==> src/rtl/uart_frame_rx_pkg.sv <==
// Shared types and helpers for the UART frame parser.
package uart_frame_pkg;

  // Parser states; HDR means HDR0 seen, waiting for HDR1.
  typedef enum logic [1:0] {
    IDLE    = 2'd0,
    HDR     = 2'd1,
    PAYLOAD = 2'd2,
    CSUM    = 2'd3
  } state_t;

  localparam logic [7:0] UART_HDR0 = 8'h99;
  localparam logic [7:0] UART_HDR1 = 8'h50;

  // 8-bit wrap-around checksum step; the carry is dropped on purpose.
  function automatic logic [7:0] csum8(input logic [7:0] acc, input logic [7:0] data_byte);
    return acc + data_byte;
  endfunction

endpackage

==> src/rtl/uart_frame_rx_if.sv <==
// Byte input and frame output bundle of the UART frame parser.
//
// Handshake: rx_valid is a one-cycle strobe and there is no ready signal.
// Every cycle with rx_valid high delivers exactly one byte on rx_data and the
// parser always consumes it, so a source may strobe on consecutive cycles.
// frame_valid, csum_err and timeout_err are one-cycle pulses; frame_data is
// held between frames.
interface uart_frame_rx_if #(
  parameter int PAYLOAD_BYTES = 8
);
  import uart_frame_pkg::*;

  logic                       rx_valid;
  logic [7:0]                 rx_data;
  logic [PAYLOAD_BYTES*8-1:0] frame_data;
  logic                       frame_valid;
  logic                       csum_err;
  logic                       timeout_err;
  logic                       busy;
  state_t                     dbg_state;

  // Byte source / frame consumer side.
  modport master (
    output rx_valid, rx_data,
    input  frame_data, frame_valid, csum_err, timeout_err, busy, dbg_state
  );

  // Parser side.
  modport slave (
    input  rx_valid, rx_data,
    output frame_data, frame_valid, csum_err, timeout_err, busy, dbg_state
  );

endinterface

==> src/rtl/uart_frame_rx_timer.sv <==
// Reloadable inter-byte timer. Counts idle cycles while run is high; a kick
// (new byte) restarts it. expire is raised once TIMEOUT_CYC idle cycles have
// passed, and is masked whenever a byte arrives in the same cycle.
module uart_frame_timer #(
  parameter int TIMEOUT_CYC = 50000
) (
  input  logic clk_50m,
  input  logic rst,
  input  logic run,
  input  logic kick,
  output logic expire
);

  localparam int TW = $clog2(TIMEOUT_CYC + 1);

  logic [TW-1:0] t_q, t_d;

  // Next count: cleared when stopped or kicked, saturates at the limit.
  always_comb begin
    t_d = t_q;
    if (!run || kick) begin
      t_d = '0;
    end else if (t_q != TW'(TIMEOUT_CYC)) begin
      t_d = t_q + TW'(1);
    end
  end

  assign expire = run && !kick && (t_q == TW'(TIMEOUT_CYC));

  // Count register.
  always_ff @(posedge clk_50m) begin
    if (rst) t_q <= '0;
    else     t_q <= t_d;
  end

endmodule

==> src/rtl/uart_frame_rx.sv <==
// UART frame parser: hunts for a two-byte header, gathers PAYLOAD_BYTES
// payload bytes into a shadow buffer, optionally checks a mod-256 checksum,
// and publishes the payload atomically with a one-cycle frame_valid pulse.
module uart_frame_rx
  import uart_frame_pkg::*;
#(
  parameter logic [7:0] HDR0          = UART_HDR0,
  parameter logic [7:0] HDR1          = UART_HDR1,
  parameter int         PAYLOAD_BYTES = 8,
  parameter int         LSB_FIRST     = 1,
  parameter int         CHECKSUM_EN   = 1,
  parameter int         TIMEOUT_CYC   = 50000
) (
  input  logic          clk_50m,
  input  logic          rst,
  uart_frame_rx_if.slave bus
);

  localparam int CW = $clog2(PAYLOAD_BYTES + 1);
  localparam int DW = PAYLOAD_BYTES * 8;
  localparam logic [CW-1:0] LAST_SLOT = CW'(PAYLOAD_BYTES - 1);

  state_t          state_q, state_d;
  logic [CW-1:0]   cnt_q, cnt_d;
  logic [7:0]      acc_q, acc_d;
  logic [DW-1:0]   shadow_q, shadow_d;
  logic [DW-1:0]   frame_data_q, frame_data_d;
  logic            frame_valid_q, frame_valid_d;
  logic            csum_err_q, csum_err_d;
  logic            timeout_err_q, timeout_err_d;
  logic [CW-1:0]   slot;
  logic            expire;

  if (TIMEOUT_CYC > 0) begin : g_timer
    logic timer_run;
    assign timer_run = (state_q != IDLE);
    uart_frame_timer #(
      .TIMEOUT_CYC (TIMEOUT_CYC)
    ) u_timer (
      .clk_50m (clk_50m),
      .rst     (rst),
      .run     (timer_run),
      .kick    (bus.rx_valid),
      .expire  (expire)
    );
  end else begin : g_no_timer
    assign expire = 1'b0;
  end

  // Next-state, buffer and pulse logic. A byte always takes priority over a
  // coincident timer expiry.
  always_comb begin
    state_d       = state_q;
    cnt_d         = cnt_q;
    acc_d         = acc_q;
    shadow_d      = shadow_q;
    frame_data_d  = frame_data_q;
    frame_valid_d = 1'b0;
    csum_err_d    = 1'b0;
    timeout_err_d = 1'b0;
    slot          = (LSB_FIRST != 0) ? cnt_q : (LAST_SLOT - cnt_q);

    if (bus.rx_valid) begin
      case (state_q)
        IDLE: begin
          if (bus.rx_data == HDR0) state_d = HDR;
        end
        HDR: begin
          if (bus.rx_data == HDR1) begin
            state_d = PAYLOAD;
            cnt_d   = '0;
            acc_d   = '0;
          end else if (bus.rx_data != HDR0) begin
            // A repeated HDR0 keeps us in HDR so the header can resync.
            state_d = IDLE;
          end
        end
        PAYLOAD: begin
          shadow_d[{slot, 3'b000} +: 8] = bus.rx_data;
          acc_d = csum8(acc_q, bus.rx_data);
          cnt_d = cnt_q + CW'(1);
          if (cnt_q == LAST_SLOT) begin
            if (CHECKSUM_EN != 0) begin
              state_d = CSUM;
            end else begin
              frame_data_d  = shadow_d;
              frame_valid_d = 1'b1;
              state_d       = IDLE;
            end
          end
        end
        CSUM: begin
          if (bus.rx_data == acc_q) begin
            frame_data_d  = shadow_q;
            frame_valid_d = 1'b1;
          end else begin
            csum_err_d = 1'b1;
          end
          state_d = IDLE;
        end
        default: state_d = IDLE;
      endcase
    end else if (expire) begin
      timeout_err_d = 1'b1;
      state_d       = IDLE;
    end
  end

  // State and datapath registers.
  always_ff @(posedge clk_50m) begin
    if (rst) begin
      state_q       <= IDLE;
      cnt_q         <= '0;
      acc_q         <= '0;
      shadow_q      <= '0;
      frame_data_q  <= '0;
      frame_valid_q <= 1'b0;
      csum_err_q    <= 1'b0;
      timeout_err_q <= 1'b0;
    end else begin
      state_q       <= state_d;
      cnt_q         <= cnt_d;
      acc_q         <= acc_d;
      shadow_q      <= shadow_d;
      frame_data_q  <= frame_data_d;
      frame_valid_q <= frame_valid_d;
      csum_err_q    <= csum_err_d;
      timeout_err_q <= timeout_err_d;
    end
  end

  assign bus.frame_data  = frame_data_q;
  assign bus.frame_valid = frame_valid_q;
  assign bus.csum_err    = csum_err_q;
  assign bus.timeout_err = timeout_err_q;
  assign bus.busy        = (state_q != IDLE);
  assign bus.dbg_state   = state_q;

endmodule

==> src/flat_wrapper.sv <==
// flat-port wrapper written by rule: the top's interface ports become plain ports
module uart_frame_rx_flat import uart_frame_pkg::*;
#(
  parameter logic [7:0] HDR0          = UART_HDR0,
  parameter logic [7:0] HDR1          = UART_HDR1,
  parameter int         PAYLOAD_BYTES = 8,
  parameter int         LSB_FIRST     = 1,
  parameter int         CHECKSUM_EN   = 1,
  parameter int         TIMEOUT_CYC   = 50000
)
  (clk_50m, rst, bus_rx_valid, bus_rx_data, bus_frame_data, bus_frame_valid, bus_csum_err, bus_timeout_err, bus_busy, bus_dbg_state);
  uart_frame_rx_if #(.PAYLOAD_BYTES(PAYLOAD_BYTES)) bus_i ();
  input  logic clk_50m;
  input  logic rst;
  input wire logic [$bits(bus_i.rx_valid)-1:0] bus_rx_valid;
  input wire logic [$bits(bus_i.rx_data)-1:0] bus_rx_data;
  output wire logic [$bits(bus_i.frame_data)-1:0] bus_frame_data;
  output wire logic [$bits(bus_i.frame_valid)-1:0] bus_frame_valid;
  output wire logic [$bits(bus_i.csum_err)-1:0] bus_csum_err;
  output wire logic [$bits(bus_i.timeout_err)-1:0] bus_timeout_err;
  output wire logic [$bits(bus_i.busy)-1:0] bus_busy;
  output wire logic [$bits(bus_i.dbg_state)-1:0] bus_dbg_state;
  assign bus_i.rx_valid = bus_rx_valid;
  assign bus_i.rx_data = bus_rx_data;
  assign bus_frame_data = bus_i.frame_data;
  assign bus_frame_valid = bus_i.frame_valid;
  assign bus_csum_err = bus_i.csum_err;
  assign bus_timeout_err = bus_i.timeout_err;
  assign bus_busy = bus_i.busy;
  assign bus_dbg_state = bus_i.dbg_state;
  uart_frame_rx #(.HDR0(HDR0), .HDR1(HDR1), .PAYLOAD_BYTES(PAYLOAD_BYTES), .LSB_FIRST(LSB_FIRST), .CHECKSUM_EN(CHECKSUM_EN), .TIMEOUT_CYC(TIMEOUT_CYC)) u_core (.clk_50m(clk_50m), .rst(rst), .bus(bus_i));
endmodule
==> config.mk <==
export PLATFORM = sky130hd
export DESIGN_NAME = uart_frame_rx_flat
export DESIGN_NICKNAME = d
export VERILOG_FILES = /design/src/rtl/uart_frame_rx_pkg.sv /design/src/rtl/uart_frame_rx_if.sv /design/src/rtl/uart_frame_rx_timer.sv /design/src/rtl/uart_frame_rx.sv /design/src/flat_wrapper.sv
export SDC_FILE = /design/constraint.sdc
export NUM_CORES = 1
export LEC_CHECK = 0
export ABC_AREA = 1
export BUFFER_PORTS_ARGS = -buffer_cell sky130_fd_sc_hd__buf_2
export CAP_MARGIN = 20
export CORE_ASPECT_RATIO = 1.2
export CORE_MARGIN = 10
export CORE_UTILIZATION = 50
export DETAILED_ROUTE_END_ITERATION = 8
export PLACE_DENSITY = 0.77
export SETUP_SLACK_MARGIN = 0.2
export SYNTH_ARGS = -nofsm -noshare
export SYNTH_HDL_FRONTEND = slang
export SYNTH_HIERARCHICAL = 1
export SYNTH_SLANG_ARGS = --single-unit
==> constraint.sdc <==
create_clock -name clk_50m -period 2.3 [get_ports clk_50m]
set_input_delay 0.575 -clock clk_50m [delete_from_list [all_inputs] [get_ports clk_50m]]
set_output_delay 0.575 -clock clk_50m [all_outputs]
set_load 0.005 [all_outputs]
==> impl_metrics.tcl, run 1 <==
set metrics [dict create \
    switching_share_pct 23.3 \
    antenna_cells 0 \
    wl_per_cell_um 11.8 \
    antenna_found_initial 0 \
    startpoint_type "register" \
    rsz0062_at_grt "yes" \
    cts-buffers-inserted 17 \
    switchingPower_mw 1.38 \
    nets 1290 \
    instances_no_fill 1484 \
    insertion_delay_ns 0.42 \
    pre_cts_ws_ns 0.0338 \
    ys_types 33 \
    pwr_density_cell_nw_per_um2 662 \
    clk_pin_slew_ns 0.06 \
    outcome "completed" \
    critPathCaptureType "register" \
    seq_area_um2 3220 \
    critPathTopFamily "simple AND/OR/NAND/NOR gates" \
    path_depth 8 \
    worstHoldStart "u_core/shadow_q[4]" \
    antenna_left 0 \
    fillers 1458 \
    finalWorstSetupSlack_ns 0.350 \
    dieArea_um2 20900 \
    cpPeakStageDelay_ns 0.45 \
    finalSetupViolCount 0 \
    dr.first_iter.drc_count 554 \
    fin_tns_setup_ns 0 \
    numClockSinks 161 \
    cap_viol_max_count 0 \
    worstPathMaxFanout 16 \
    die_h_um 156 \
    layout_commonest_cell "nand2_1" \
    period_share_pct 84.8 \
    crit_type "register to register" \
    area_delta_synth_final_pct 15.3 \
    crit_chain "inv_1 -> ha_1 -> xnor2_2 -> nand4_4 -> nor2_4 -> nand2_1 -> nand2_1 -> nor2_1" \
    vias 6929 \
    multi_input_area_um2 3610 \
    design.core.area_um2 15100 \
    r2r_end "u_core/shadow_q[12]" \
    initial_core_util_pct 51.4 \
    root_buffer "clkbuf_16" \
    clock_power_share_pct 46.9 \
    dpl.hpwl_um 12400 \
    rows 49 \
    crit_required_ns 2.62 \
    seqPwrFrac_pct 47.7 \
    hold_class "register to register" \
    portBuffers 80 \
    grt_pass1_wl_um 29700 \
    mostFrequentLayoutCells "nand2_1 (342), nor2_1 (313), dfxtp_1 (161)" \
    cpMostUsedCell "nand2_1" \
    ys_seq_area_share_pct 41.6 \
    period_needed_ns 1.95 \
    clock_path_buffers 2 \
    drive_above_1_share_pct 14.0 \
    cp_num_buf_inv 1 \
    crit_start "u_core/cnt_q[1]" \
    irDropWorstVdd_uv 425 \
    reg2reg_setup_slack_ns 0.35 \
    p_int_mw 4.54 \
    rr_startpoint "u_core/cnt_q[1]" \
    syn_nets 1213 \
    yosysWarnings 6 \
    reg2regPathDepth 8 \
    stdcell_area_um2 8940 \
    worst_pin_slew_ns 0.780 \
    arrival_ns 2.27 \
    grt_start_max_net_pins 81 \
    pin_count 81 \
    combPwrFrac_pct 5.4 \
    cts_tree "built" \
    ys_ff_latch 161 \
    drv_slew 0 \
    drc 0 \
    dp.cells 1451 \
    placed_cell_area_um2 8320 \
    grt_use_total_pct 17.0 \
    grt_pass1_vias 6221 \
    h-tree-depth 4 \
    die_x_um 134 \
    synth_area_per_cell_um2 6.51 \
    first_pass_iters 5 \
    skew_ns 0.00790 \
    hold_violations 0 \
    routabilityCongestion 0.892 \
    min_path_cells 2 \
    leakage_nw 4.83 \
    cp_slowest_cell "dfxtp_1" \
    fmax_mhz 513 \
    worstHoldEndpoint "u_core/shadow_q[4]" \
    synth_cells 1190 \
    slew_headroom_pct 48.0 \
    wirelength_um 17600 \
    vias_per_cell 4.67 \
    grt.overflow.total 0 \
    syn_area_um2 7750 \
]
per-stage QoR:
stage               utilization, %  total power, mW  hold WS, ns
finish                        59.3             5.92        0.483
global route                  59.3             6.15        0.511
CTS                           59.0             5.95        0.485
detailed placement            55.2             3.20        0.473
global placement              55.2             3.20        0.465
floorplan                        -             3.10        0.450
area by class of cell:
type / count / share of cell area, %
well taps: 204 / 2.86
multi-input cells: 815 / 40.4
repair buffers: 105 / 7.14
clock inverters: 12 / 1.50
inverters: 167 / 7.05
clock buffers: 20 / 5.00
flip-flops and latches: 161 / 36.1
cell usage after synthesis:
master / n / share of area [%]
nand2_1: 342 / 17
nor2_1: 314 / 15
dfxtp_1: 161 / 42
inv_1: 160 / 7.7
nand3_1: 46 / 3.0
a21oi_1: 32 / 2.1
buf_6: 15 / 2.2
clkbuf_1: 15 / 0.73
o21ai_0: 14 / 0.90
buf_2: 11 / 0.71
ha_1: 11 / 1.8
nand3_2: 8 / 1.0
nor2_4: 7 / 1.0
nand2_2: 6 / 0.48
nand4_1: 6 / 0.48
nor3_2: 6 / 0.77
inv_2: 5 / 0.24
nor3_1: 5 / 0.32
buf_4: 3 / 0.29
nand4_4: 3 / 0.82
nor2_2: 3 / 0.24
xor2_1: 3 / 0.34
buf_1: 2 / 0.097
clkinv_1: 2 / 0.097
o21ai_1: 2 / 0.13
a21oi_2: 1 / 0.11
and2_1: 1 / 0.081
clkbuf_4: 1 / 0.097
fa_1: 1 / 0.26
nand3_4: 1 / 0.23
or2_1: 1 / 0.081
xnor2_1: 1 / 0.11
xnor2_2: 1 / 0.21
tightest hold or removal path: stages (launching register included):
cell and delay [ns]:
dfxtp_1 0.32, nor2_1 0.05, nor2_1 0.08
power groups by stage:
| stage | clock network (mW) | logic, mW | registers, mW |
|---|---|---|---|
| after CTS | 2.82 | 0.316 | 2.82 |
| final | 2.78 | 0.321 | 2.82 |
| after floorplan | 0 | 0.219 | 2.88 |
| after detailed placement | 0 | 0.315 | 2.88 |
| after global placement | 0 | 0.311 | 2.88 |
| after global routing | 2.96 | 0.364 | 2.82 |
flip-flops by register name, summed over array words and instances, names as in the netlist:
name / count
u_core/bus.frame_valid: 1
u_core/bus.dbg_state: 2
u_core/cnt_q: 4
u_core/g_timer.u_timer/t_q: 16
u_core/bus.frame_data: 64
u_core/bus.timeout_err: 1
u_core/bus.csum_err: 1
u_core/shadow_q: 64
u_core/acc_q: 8
how the worst max path moves through the flow:
stage | slack [ns] | endpoint
floorplan | 0.21 | u_core/shadow_q[32]
global placement | 0.07 | u_core/bus.frame_data[11]
detailed placement | 0.03 | u_core/bus.frame_data[24]
CTS | 0.34 | u_core/shadow_q[26]
global route | 0.19 | u_core/shadow_q[21]
finish | 0.35 | u_core/shadow_q[12]
logic make-up after synthesis:
| family | synth area share, % |
|---|---|
| adders and majority gates | 2.03 |
| xor gates and xnor gates | 0.662 |
| buffers and inverters | 12.2 |
| and+or+nand+nor | 40.3 |
| DFF | 41.6 |
| AOI/OAI and AO/OA | 3.21 |
timing repair:
item | 4_1_cts | 5_1_grt
buffers inserted | 0 | 1
resized for setup | 0 | 4
hold buffers | 0 | 0
setup endpoints to repair | 0 | 5
metal layers:
metal  vias to the layer above  GRT usage [%]  part of all wire (%)
li1                       3695              -                     -
met1                      3031           20.4                    43
met2                       169           28.0                    49
met3                        34           4.68                   5.9
met4                         0           7.42                   2.8
met5                         -              0                     0
(Power assumes the default switching activity.)
==> inputs of run 2 (changes only) <==
--- a/config.mk
+++ b/config.mk
@@ -5,14 +5,14 @@
 export SDC_FILE = /design/constraint.sdc
 export NUM_CORES = 1
 export LEC_CHECK = 0
-export ABC_AREA = 1
+export ABC_AREA = 0
 export BUFFER_PORTS_ARGS = -buffer_cell sky130_fd_sc_hd__buf_2
 export CAP_MARGIN = 20
 export CORE_ASPECT_RATIO = 1.2
 export CORE_MARGIN = 10
 export CORE_UTILIZATION = 50
 export DETAILED_ROUTE_END_ITERATION = 8
-export PLACE_DENSITY = 0.77
+export PLACE_DENSITY = 0.75
 export SETUP_SLACK_MARGIN = 0.2
 export SYNTH_ARGS = -nofsm -noshare
 export SYNTH_HDL_FRONTEND = slang
==> constraint.sdc (replaced) <==
create_clock -name clk_50m -period 1.8 [get_ports clk_50m]
set_input_delay 0.45 -clock clk_50m [delete_from_list [all_inputs] [get_ports clk_50m]]
set_output_delay 0.45 -clock clk_50m [all_outputs]
set_load 0.005 [all_outputs]
==> run 2 against run 1 <==
  * The flow now finishes with violations (setup timing)
  * Via count decreased by 2.9%
  * Die area decreased by 14%
  * Maximum frequency decreased by 7.8%
  * Flip-flop and latch count unchanged
  * Highest routed layer unchanged
  * Power increased by 33%
  * Cell count decreased by 26%
  * Hold slack got worse by 0.084 ns
  * Utilization increased by 16 points
  * Cell area increased by 6.7%
==> impl_metrics.tcl, run 2 <==
set metrics [dict create \
    nets 949 \
    cpPeakStageDelay_ns 0.57 \
    synth_area_per_cell_um2 8.58 \
    yosysWarnings 6 \
    skew_ns 0.00868 \
    clock_path_buffers 2 \
    synthTopCellsByCount "nand2_1 (196), dfxtp_1 (161), a21oi_1 (71)" \
    dp.cells 1032 \
    ys_types 57 \
    root_buffer "clkbuf_16" \
    dieArea_um2 18000 \
    worst_pin_slew_ns 0.545 \
    rsz0062_at_grt "yes" \
    seq_area_um2 3250 \
    outcome "finished with violations" \
    period_share_pct 118 \
    die_h_um 145 \
    design.core.area_um2 12700 \
    crit_chain "ha_4 -> or4_4 -> nor3_4 -> buf_6 -> nand2b_4 -> clkbuf_16 -> nand2_1 -> a21oi_1" \
    synth.area.top_cells "dfxtp_1 (49%), nand2_1 (11%), a21oi_1 (5.4%)" \
    instances_no_fill 1103 \
    fmax_mhz 473 \
    synthArstFlopShare_pct 0 \
    grt_start_max_net_pins 51 \
    post-synth-top-count-cell "nand2_1" \
    cap_viol_max_count 0 \
    period_needed_ns 2.12 \
    pwr_density_cell_nw_per_um2 824 \
    first_pass_iters 6 \
    dr.first_iter.drc_count 1004 \
    hold_class "primary input to register" \
    hold_violations 0 \
    hold_buffers 0 \
    die_x_um 124 \
    cts_tree "built" \
    synth_cells 761 \
    pre_cts_ws_ns -0.397 \
    mostFrequentLayoutCells "dfxtp_1 (147), nand2_1 (143), buf_2 (81)" \
    syn_nets 784 \
    irDropWorstVdd_uv 662 \
    critPathCaptureType "register" \
    layout_commonest_cell "dfxtp_1" \
    clk_pin_slew_ns 0.07 \
    vias 6729 \
    rows 45 \
    routabilityCongestion 0.853 \
    wirelength_um 24100 \
    ys.flop_type "dfxtp_1" \
    cp_slowest_cell "or4_4" \
    pin_count 81 \
    antenna_cells 0 \
    drive_above_1_share_pct 41.7 \
    numClockSinks 161 \
    antenna_left 0 \
    cts-buffers-inserted 17 \
    area_delta_synth_final_pct 46.2 \
    yosysTopAreaCell "dfxtp_1" \
    drv_slew 0 \
    arrival_ns 2.40 \
    drc 0 \
    critPathTopFamily "simple AND/OR/NAND/NOR gates" \
    crit_required_ns 2.09 \
    dpl.hpwl_um 12100 \
    worstPathMaxFanout 8 \
    startpoint_type "register" \
    syn_area_um2 6530 \
    portBuffers 80 \
    synth_top_area_share_pct 49.4 \
    synth-edff-count 0 \
    finalWorstSetupSlack_ns -0.315 \
    initial_core_util_pct 51.3 \
    grt_use_total_pct 20.4 \
    finalSetupViolCount 71 \
    grt_pass1_wl_um 31200 \
    cp_num_buf_inv 2 \
    grt.overflow.total 0 \
    ys_seq_area_share_pct 49.4 \
    multi_input_area_um2 3850 \
    crit_type "register to register" \
    h-tree-depth 4 \
    fillers 792 \
    grt_pass1_vias 6259 \
    wl_per_cell_um 21.8 \
    violations "setup timing" \
    antenna_found_initial 0 \
    vias_per_cell 6.10 \
    ys_ff_latch 161 \
    slew_headroom_pct 63.6 \
    insertion_delay_ns 0.42 \
    leakage_nw 3.54 \
]
-- run 2: cell count changes after synthesis, sizes merged, moves of 32 or more --
cell,delta
mux2i,+32
o21ai,+34
nor2,-301
nand2,-152
a21oi,+46
inv,-158
-- run 2: worst paths after layout --
kind,start,to,slack (ns),cells after the start
worst max-delay path,u_core/acc_q[0],u_core/bus.frame_data[41],-0.32,8
worst min-delay path,bus_rx_data[7],u_core/shadow_q[47],0.40,3
worst max register to register,u_core/acc_q[0],u_core/bus.frame_data[41],-0.32,8
worst min register to register,u_core/bus.frame_data[4],u_core/bus.frame_data[4],0.45,2
-- run 2: kinds of logic after synthesis --
kind of cell    after synthesis  synth area share (%)
mux                          32                  4.91
fa+ha+maj                    12                  2.42
flops                       161                  49.4
xor+xnor                      9                  1.21
compound gates              154                  13.3
simple gates                338                  24.6
buf+inv                      55                  4.12
-- run 2: power breakdown --
| part | total, mW | switching (mW) | internal [mW] |
|---|---|---|---|
| sequential | 3.56 | 0.000119 | 3.56 |
| combinational | 0.219 | 0.149 | 0.0701 |
| clock | 4.09 | 1.57 | 2.51 |
| total | 7.86 | 1.72 | 6.14 |
-- run 2: what timing repair did --
| item | CTS | global route |
|---|---|---|
| setup endpoints to repair | 147 | 154 |
| pin swaps | 15 | 58 |
| setup buffers | 13 | 10 |
| gates cloned | 5 | 11 |
| gates resized for setup | 76 | 120 |
-- run 2: metal layers --
layer,part of all wire (%),vias up,GRT usage (%)
li1,-,2964,-
met1,36,3222,21.6
met2,50,413,36.2
met3,8.0,130,5.28
met4,6.0,0,10.6
met5,0,-,0
-- run 2: layout make-up --
cell class	instances	area share, %
Clock buffer	17	4.46
Inverter	9	0.459
Timing Repair Buffer	189	16.0
Tap cell	164	2.15
Clock inverter	15	2.53
Sequential cell	161	34.0
Multi-Input combinational cell	548	40.4
-- run 2: stage by stage --
stage / area, µm² / util [%] / TNS [ns] / power (mW) / hold slack [ns]
floorplan: 6790 / - / -17.19 / 3.73 / 0.432
global placement: 7730 / 60.8 / -24.21 / 3.82 / 0.440
detailed placement: 7730 / 60.8 / -25.81 / 3.83 / 0.443
CTS: 8810 / 69.3 / -9.86 / 7.84 / 0.355
global route: 9540 / 75.0 / -20.68 / 8.06 / 0.418
finish: 9540 / 75.0 / -17.29 / 7.86 / 0.399
-- run 2: tightest hold or removal path, delay by kind of cell --
family | cells | cell delay (ns)
buffers and inverters | 1 | 0.15
AND/OR/NAND/NOR | 1 | 0.09
AO/OA/AOI/OAI | 1 | 0.07
